$ cat config.mk
export PLATFORM = sky130hd
export DESIGN_NAME = jtriders_objprio_dma
export DESIGN_NICKNAME = d
export VERILOG_FILES = /design/src/rtl/jtriders_objdma_pkg.sv /design/src/rtl/jtriders_objdma_arb.sv /design/src/rtl/jtriders_objprio_dma.sv
export SDC_FILE = /design/constraint.sdc
export NUM_CORES = 1
export LEC_CHECK = 0
export BUFFER_PORTS_ARGS = -buffer_cell sky130_fd_sc_hd__buf_4
export CAP_MARGIN = 20
export CORE_MARGIN = 3
export CORE_UTILIZATION = 30
export DETAILED_ROUTE_END_ITERATION = 16
export PLACE_DENSITY = 0.48
export SYNTH_ARGS = -nofsm -noshare
export SYNTH_HDL_FRONTEND = slang
export SYNTH_SLANG_ARGS = --single-unit
$ cat constraint.sdc
create_clock -name clk -period 2.6 [get_ports clk]
set_input_delay 0.39 -clock clk [delete_from_list [all_inputs] [get_ports clk]]
set_output_delay 0.39 -clock clk [all_outputs]
set_load 0.01 [all_outputs]
$ cat src/rtl/jtriders_objdma_pkg.sv
// Shared types and constants for the object-priority DMA and its bus arbiter.
package jtriders_objdma_pkg;

  typedef enum logic [2:0] {
    IDLE,
    REQ,
    RD,
    WT,
    CMP,
    WR,
    NX,
    FIN
  } state_t;

  // Active-low data strobes: none, low byte lane only, both lanes
  localparam logic [1:0] DSN_NONE = 2'b11;
  localparam logic [1:0] DSN_LO   = 2'b10;
  localparam logic [1:0] DSN_BOTH = 2'b00;

endpackage

$ cat src/rtl/jtriders_objdma_arb.sv
// 68000 bus ownership for the DMA: BRn/BGACKn handshake, queued restart and abort.
module jtriders_objdma_arb
  import jtriders_objdma_pkg::*;
(
  input  logic   clk,
  input  logic   rstn,
  input  logic   start,
  input  logic   abort,
  input  logic   BGn,
  input  logic   fin_step,
  input  state_t state,
  output logic   BRn,
  output logic   BGACKn,
  output logic   busy,
  output logic   grant,
  output logic   abort_go,
  output logic   restart
);

  logic pending;

  assign abort_go = abort && (state != IDLE);
  assign grant    = (state == REQ) && !BGn && !abort_go;
  // A start coinciding with the final step is folded straight into the restart
  assign restart  = pending || start;

  always_ff @(posedge clk or negedge rstn) begin
    if (!rstn) begin
      BRn     <= 1'b1;
      BGACKn  <= 1'b1;
      busy    <= 1'b0;
      pending <= 1'b0;
    end else begin
      if (abort_go) begin
        BRn    <= 1'b1;
        BGACKn <= 1'b1;
        busy   <= 1'b0;
      end else if (state == IDLE) begin
        if (start) begin
          BRn  <= 1'b0;
          busy <= 1'b1;
        end
      end else if (grant) begin
        BRn    <= 1'b1;
        BGACKn <= 1'b0;
      end else if (fin_step) begin
        BGACKn <= 1'b1;
        BRn    <= !restart;
        busy   <= restart;
      end

      if (abort_go || fin_step)
        pending <= 1'b0;
      else if (start && (state != IDLE))
        pending <= 1'b1;
    end
  end

endmodule

$ cat src/rtl/jtriders_objprio_dma.sv
// Object-priority DMA: walks every record once per logical priority level and
// stamps an ascending hardware priority into the records whose level matches.
module jtriders_objprio_dma
  import jtriders_objdma_pkg::*;
#(
  parameter int AW       = 13,
  parameter int ENTRIES  = 128,
  parameter int STRIDE   = 8,
  parameter int PRIO_OFS = 3,
  parameter int PRIO_W   = 8,
  parameter int LINEAR   = 0,
  parameter int SAT      = 1
) (
  input  logic          clk,
  input  logic          rstn,
  input  logic          cen,
  input  logic          start,
  input  logic          abort,
  output logic          BRn,
  input  logic          BGn,
  output logic          BGACKn,
  output logic [AW-1:0] dma_addr,
  input  logic [15:0]   dma_din,
  output logic [15:0]   dma_dout,
  output logic          dma_we,
  output logic [1:0]    dma_dsn,
  input  logic          bus_busy,
  output logic          busy,
  output logic          done
);

  localparam int SW  = $clog2(ENTRIES);
  localparam int STW = $clog2(STRIDE);
  localparam logic [PRIO_W-1:0] LAST_LEVEL =
    (LINEAR != 0) ? {PRIO_W{1'b1}} : PRIO_W'(1) << (PRIO_W - 1);

  state_t            state, state_nx;
  logic [SW-1:0]     scan;
  logic [PRIO_W-1:0] level, hw_prio;
  logic [7:0]        cap;
  logic [AW-1:0]     rec_base;
  logic              grant, abort_go, restart, fin_step;
  logic              step, match, last_rec, last_level;
  logic              rd_go, cap_go, wr_go, wr_end, nx_go;
  logic              unused_din;

  assign unused_din = ^dma_din[7:0];
  assign step       = cen && !BGACKn;
  assign match      = (cap == 8'(level));
  assign last_rec   = &scan;
  assign last_level = (level == LAST_LEVEL);
  assign rec_base   = AW'(scan) << STW;
  assign fin_step   = (state == FIN) && step && !abort_go;

  jtriders_objdma_arb u_arb (
    .clk      (clk),
    .rstn     (rstn),
    .start    (start),
    .abort    (abort),
    .BGn      (BGn),
    .fin_step (fin_step),
    .state    (state),
    .BRn      (BRn),
    .BGACKn   (BGACKn),
    .busy     (busy),
    .grant    (grant),
    .abort_go (abort_go),
    .restart  (restart)
  );

  always_ff @(posedge clk or negedge rstn) begin
    if (!rstn) state <= IDLE;
    else       state <= state_nx;
  end

  always_comb begin
    state_nx = state;
    if (abort_go) begin
      state_nx = IDLE;
    end else begin
      case (state)
        IDLE:    if (start) state_nx = REQ;
        REQ:     if (grant) state_nx = RD;
        RD:      if (step) state_nx = WT;
        WT:      if (step && !bus_busy) state_nx = CMP;
        CMP:     if (step) state_nx = match ? WR : NX;
        WR:      if (step) state_nx = NX;
        NX:      if (step) state_nx = (last_rec && last_level) ? FIN : RD;
        FIN:     if (step) state_nx = restart ? REQ : IDLE;
        default: state_nx = IDLE;
      endcase
    end
  end

  always_comb begin
    rd_go  = 1'b0;
    cap_go = 1'b0;
    wr_go  = 1'b0;
    wr_end = 1'b0;
    nx_go  = 1'b0;
    if (step && !abort_go) begin
      case (state)
        RD:      rd_go  = 1'b1;
        WT:      cap_go = !bus_busy;
        CMP:     wr_go  = match;
        WR:      wr_end = 1'b1;
        NX:      nx_go  = 1'b1;
        default: ;
      endcase
    end
  end

  // Bus outputs and scan counters; abort and pass end always drop the strobes
  always_ff @(posedge clk or negedge rstn) begin
    if (!rstn) begin
      dma_addr <= '0;
      dma_dout <= '0;
      dma_we   <= 1'b0;
      dma_dsn  <= DSN_NONE;
      done     <= 1'b0;
      scan     <= '0;
      level    <= '0;
      hw_prio  <= '0;
      cap      <= '0;
    end else begin
      done <= fin_step;
      if (abort_go || fin_step) begin
        dma_we  <= 1'b0;
        dma_dsn <= DSN_NONE;
      end
      if (grant) begin
        scan    <= '0;
        level   <= PRIO_W'(1);
        hw_prio <= PRIO_W'(1);
      end
      if (rd_go) begin
        dma_addr <= rec_base | AW'(PRIO_OFS);
        dma_dsn  <= DSN_BOTH;
        dma_we   <= 1'b0;
      end
      if (cap_go) cap <= dma_din[15:8];
      if (wr_go) begin
        dma_addr <= rec_base;
        dma_dsn  <= DSN_LO;
        dma_we   <= 1'b1;
        dma_dout <= {2{8'(hw_prio)}};
      end
      if (wr_end) begin
        dma_we  <= 1'b0;
        dma_dsn <= DSN_NONE;
        if (!((SAT != 0) && (&hw_prio))) hw_prio <= hw_prio + 1'b1;
      end
      if (nx_go) begin
        scan <= scan + 1'b1;
        if (last_rec) level <= (LINEAR != 0) ? level + 1'b1 : level << 1;
      end
    end
  end

endmodule
==> Word level (Yosys, flattened, before mapping) <==
Cells that the tools add are included.
{ "op_classes": {"shift": 0, "mul": 0, "eq_ne": 19, "muxes": 57, "div_mod_pow": 0, "add_sub_neg": 2, "bitwise": 0, "magnitude_cmp": 0, "n_reduce_logical": 32} }
{ "ops": {"columns": ["operator", "count"], "rows": [
  ["$mux W8", 6],
  ["$mux W1", 31],
  ["$mux W3", 10],
  ["$mux W13", 2],
  ["$ne A3 B2 Y1 const B", 8],
  ["$pmux W3 S8", 1],
  ["$reduce_and A8 Y1", 2],
  ["$mux W7", 2],
  ["$eq A3 B3 Y1 const B", 4],
  ["$logic_and A1 B1 Y1", 10],
  ["$mux W2", 5],
  ["$reduce_bool A3 Y1", 3],
  ["$add A8 B1 Y8 const B", 1],
  ["$eq A8 B8 Y1", 1],
  ["$eq A8 B8 Y1 const B", 1],
  ["$reduce_bool A4 Y1", 2],
  ["$add A7 B1 Y7 const B", 1],
  ["$reduce_and A7 Y1", 1],
  ["$eq A3 B2 Y1 const B", 2],
  ["$reduce_bool A2 Y1", 3],
  ["$logic_not A1 Y1", 5],
  ["$reduce_and A2 Y1", 2],
  ["$eq A3 B1 Y1 const B", 1],
  ["$logic_not A3 Y1", 1],
  ["4 further kinds", 5]
]} }
{ "word_totals": {"output_inout_bits": 36, "latch_bits": 0, "word_cells": 124, "ram_bits": 0, "memories": 0, "romBits": 0, "regBits": 71} }

==> Logic depth before layout (Yosys ltp) <==
{ "depth": {"depth_word": 9, "mapped_depth": 7} }

==> Cells and area by module <==
Synthesis repeated with hierarchy kept, for this count alone.
{ "unflattened": {"cells_unflattened": 283, "area_unflattened_um2": 2931.6} }
{ "by_module_without_submodules": {"columns": ["mod", "area_each_um2", "cells_per_inst", "instances"], "rows": [
  ["jtriders_objprio_dma", 2676.3, 253, 1],
  ["jtriders_objdma_arb", 255.2, 30, 1]
]} }

==> Worst setup path before layout <==
No wires, ideal clock.
{ "synth_timing": {"kind": "register -> register", "from": "register level[5]", "to": "register dma_dout[10]", "setup_slack_ns": 0.763, "path_buffers": 1, "required_ns": 2.472, "stages_incl_launch_ff": 6, "arrival_ns": 1.710, "setup_ns": 0.128, "path_cell_list": "dfrtp_1 > xor2_1 > nor4_4 > and3_1 > buf_4 > mux2_1"} }
{ "synth_between": {"elab_chain_cells": 3} }
{ "synth_rtl": {"columns": ["element", "line_no", "text"], "rows": [
  ["start, declared", "jtriders_objprio_dma.sv:39", "logic [PRIO_W-1:0] level, hw_prio;"],
  ["start signal, assigned", "jtriders_objprio_dma.sv:155", "if (last_rec) level <= (LINEAR != 0) ? level + 1'b1 : level << 1;"],
  ["$eq A8 B8 Y1", "jtriders_objprio_dma.sv:49", "assign match = (cap == 8'(level));"],
  ["$mux W1", "jtriders_objprio_dma.sv:102", "case (state)"],
  ["$mux W1", "jtriders_objprio_dma.sv:101", "if (step && !abort_go) begin"],
  ["end signal, assigned", "jtriders_objprio_dma.sv:146", "dma_dout <= {2{8'(hw_prio)}};"],
  ["end, declared", "jtriders_objprio_dma.sv:24", "output logic [15:0] dma_dout,"]
]} }
Every way passes these cells.
A chain may end at the register's enable or synchronous reset.

==> Final worst setup path <==
{ "layout_timing": {"from": "register state[1]", "to": "register dma_dout[9]"} }
{ "layout_between": {"elab_chain_cells": 5, "word_cells_on_any_way": 7} }
{ "layout_rtl": {"columns": ["element", "line_no", "text"], "rows": [
  ["start, declared", "jtriders_objprio_dma.sv:37", "state_t state, state_nx;"],
  ["start signal, assigned", "jtriders_objprio_dma.sv:73", "else state <= state_nx;"],
  ["$reduce_bool A3 Y1", "jtriders_objdma_arb.sv:22", "assign abort_go = abort && (state != IDLE);"],
  ["$logic_and A1 B1 Y1", "jtriders_objdma_arb.sv:22", null],
  ["$logic_not A1 Y1", "jtriders_objprio_dma.sv:101", null],
  ["$logic_and A1 B1 Y1", "jtriders_objprio_dma.sv:101", null],
  ["$mux W1 *", "jtriders_objprio_dma.sv:101", null]
]} }
Mark *: on every way between the ends. The rest lies on a longest branch, timed or not.

==> impl_metrics.tcl <==
set metrics [dict create \
    outcome "finished, final reports clean" \
    finalMaxSlewViolations 0 \
    fp.dieW_um 107 \
    via_per_inst 4.97 \
    rsz0062_at_grt "no" \
    drt_pass1_iterations 4 \
    wl_per_cell_um 14.8 \
    drcViolationCount 0 \
    cts_setup_buffers 0 \
    synth-edff-count 0 \
    postCtsResizedCells 0 \
    cts-root-buf "clkbuf_8" \
    die-area_um2 11500 \
    cap_violations 0 \
    seq_area_frac_synth_pct 47.3 \
    switching_share_pct 33.8 \
    worstMarginPinSlew_ns 0.760 \
    clock_power_share_pct 27.8 \
    switching_power_mw 0.879 \
    n_antenna_cell 0 \
    critPathArrivalTime_ns 2.26 \
    finalPower_mw 2.60 \
    hp-class "in -> async" \
    syn_area_per_cell_um2 10.2 \
    tritoncts "yes" \
    dp_hpwl_um 4890 \
    fin_crit_ns 2.04 \
    syn_to_final_growth_pct 19.0 \
    p_int_mw 1.73 \
    clock_path_buffers 2 \
    grt_pass1_wl_um 12000 \
    p_seq_share_pct 44.8 \
    synth_area_leaders "dfrtp_1, nand2_1, buf_4" \
    crit_required_ns 2.82 \
    num_io_pins 59 \
    start_kind "register" \
    grt_pass1_vias 2296 \
    nets 369 \
    critPathKind "reg -> reg" \
    pwr-share-comb_pct 27.4 \
    cp_slowest_cell "dfrtp_1" \
    finalWirelength_um 7140 \
    ys.warnings.count 0 \
    rows 36 \
    hold_viol 0 \
    period_share_pct 78.4 \
    grtUsageTotal_pct 13.3 \
    setup-tns-final_ns 0 \
    antenna_found_initial 0 \
    clkLatencyLatePin_ns 0.34 \
    cts.clk_slew.worst_paths_ns 0.07 \
    gp_congestion 0.759 \
    crit_chain "or2_2, nor2_2, and3_1, buf_4, mux2_1" \
    async_flop_share_pct 100 \
    num_vias 2395 \
    finalClockSkew_ns 0.00943 \
    ant_nets 0 \
    ir_drop_mv 0.256 \
    critPathMaxStageDelay_ns 0.60 \
    slew_headroom_pct 49.3 \
    port_buffers 46 \
    drt_iter0_markers 121 \
    yosysTopAreaCell "dfrtp_1" \
    fin_cells 482 \
    drive_above_1_share_pct 27.2 \
    grt_start_max_net_pins 59 \
    mappedNetlistArea_um2 3080 \
    cts_hold_buffers 0 \
    placed_cells 466 \
    htreeDepth 3 \
    clock_sinks 58 \
    synth_flop_cell "dfrtp_1" \
    critPathMaxFanout 19 \
    synth_top_area_share_pct 43.9 \
    power_density_nw_per_um2 711 \
    start_util_pct 31.2 \
    yosysUniqueCellTypes 58 \
    overflow 0 \
    power_leakage_nw 1.73 \
    endpoint_kind "register" \
    synth_cells 303 \
    setup-violations-final 0 \
    yosys_register_bits 58 \
    placeableCoreArea_um2 9860 \
    fmax_ghz 0.490 \
    cts_made_buffers 9 \
    die_h_um 107 \
]
cells by family (layout without fill, tap and decap cells):
family	count (synthesis)	after routing	share of synthesized area [%]
AOI/OAI and AO/OA	61	61	14.1
xor gates and xnor gates	9	9	2.56
other	1	4	0.122
DFF	58	58	47.3
buffers and inverters	36	79	6.62
adders and majority gates	2	2	0.813
and+or+nand+nor	116	116	21.3
muxes	20	20	7.19
flip-flops by register name (all words and copies together), names as in the netlist:
name and flops:
dma_addr 8, state 3, dma_dout 8, hw_prio 8, u_arb.pending 1, u_arb.busy 1
u_arb.BRn 1, dma_dsn 2, cap 8, u_arb.BGACKn 1, level 8, done 1
scan 7, dma_we 1
power by group through the flow:
stage               Combinational [mW]  Clock, mW  Sequential (mW)
floorplan                        0.559          0             1.12
global placement                 0.712          0             1.18
detailed placement               0.720          0             1.18
CTS                              0.723      0.759             1.17
global route                     0.797      0.797             1.19
finish                           0.715      0.724             1.17
placed cells by master (no fill, tap or decap), types with 6 or more instances in the layout:
| master | n |
|---|---|
| a21oi_1 | 10 |
| and2_1 | 6 |
| and3_1 | 7 |
| buf_4 | 56 |
| clkbuf_8 | 10 |
| dfrtp_1 | 54 |
| inv_1 | 7 |
| mux2_1 | 8 |
| mux2_2 | 9 |
| nand2_1 | 37 |
| nand3_1 | 12 |
| nand4_1 | 11 |
| nor2_1 | 12 |
| o211ai_1 | 8 |
| o21ai_0 | 15 |
| xor2_1 | 8 |
routing by layer:
layer / global-route usage [%] / part of all wire (%) / up-vias
met5: 0 / 0 / -
met4: 6.03 / 2.0 / 0
met3: 3.36 / 4.1 / 12
met2: 19.2 / 44 / 36
met1: 18.8 / 50 / 1185
li1: - / - / 1162
final timing paths:
check | slack (ns) | startpoint | depth (start not counted) | to
max | 0.56 | state[1] | 5 | dma_dout[9]
min | 0.12 | rstn | 1 | u_arb.busy
max reg2reg | 0.56 | state[1] | 5 | dma_dout[9]
min reg2reg | 0.49 | u_arb.BGACKn | 2 | u_arb.BGACKn
max in group asynchronous | 1.98 | rstn | 1 | level[5]
min in group clk | 0.25 | start | 2 | u_arb.BRn
per-stage QoR:
| step | area, µm² | util (%) | setup slack [ns] | hold WS (ns) |
|---|---|---|---|---|
| finish | 3660 | 37.1 | 0.560 | 0.117 |
| global route | 3660 | 37.1 | 0.430 | 0.176 |
| CTS | 3660 | 37.1 | 0.552 | 0.142 |
| detailed placement | 3500 | 35.5 | 0.505 | 0.484 |
| global placement | 3500 | 35.5 | 0.512 | 0.482 |
| floorplan | 3090 | - | 0.763 | 0.0944 |
synthesized netlist by cell type, types with 8 or more instances:
library cell / instances
dfrtp_1: 54
nand2_1: 37
buf_4: 15
o21ai_0: 15
nand3_1: 12
nor2_1: 12
nand4_1: 11
a21oi_1: 10
clkbuf_1: 9
mux2_2: 9
mux2_1: 8
o211ai_1: 8
xor2_1: 8
final cells by class:
| class | count | area [µm²] |
|---|---|---|
| clock buffers | 13 | 149 |
| clock inverters | 3 | 15.0 |
| fillers | 1037 | 6200 |
| inverters | 7 | 26.3 |
| multi-input cells | 212 | 1430 |
| flip-flops and latches | 58 | 1460 |
| well taps | 133 | 166 |
| repair buffers | 56 | 420 |
critical path, delay by kind of cell (launching register included):
family | cells | cell delay (ns)
flops | 1 | 0.60
simple gates | 3 | 0.75
buf+inv | 1 | 0.23
mux | 1 | 0.34
No activity file was read; power rests on OpenSTA's default activity.
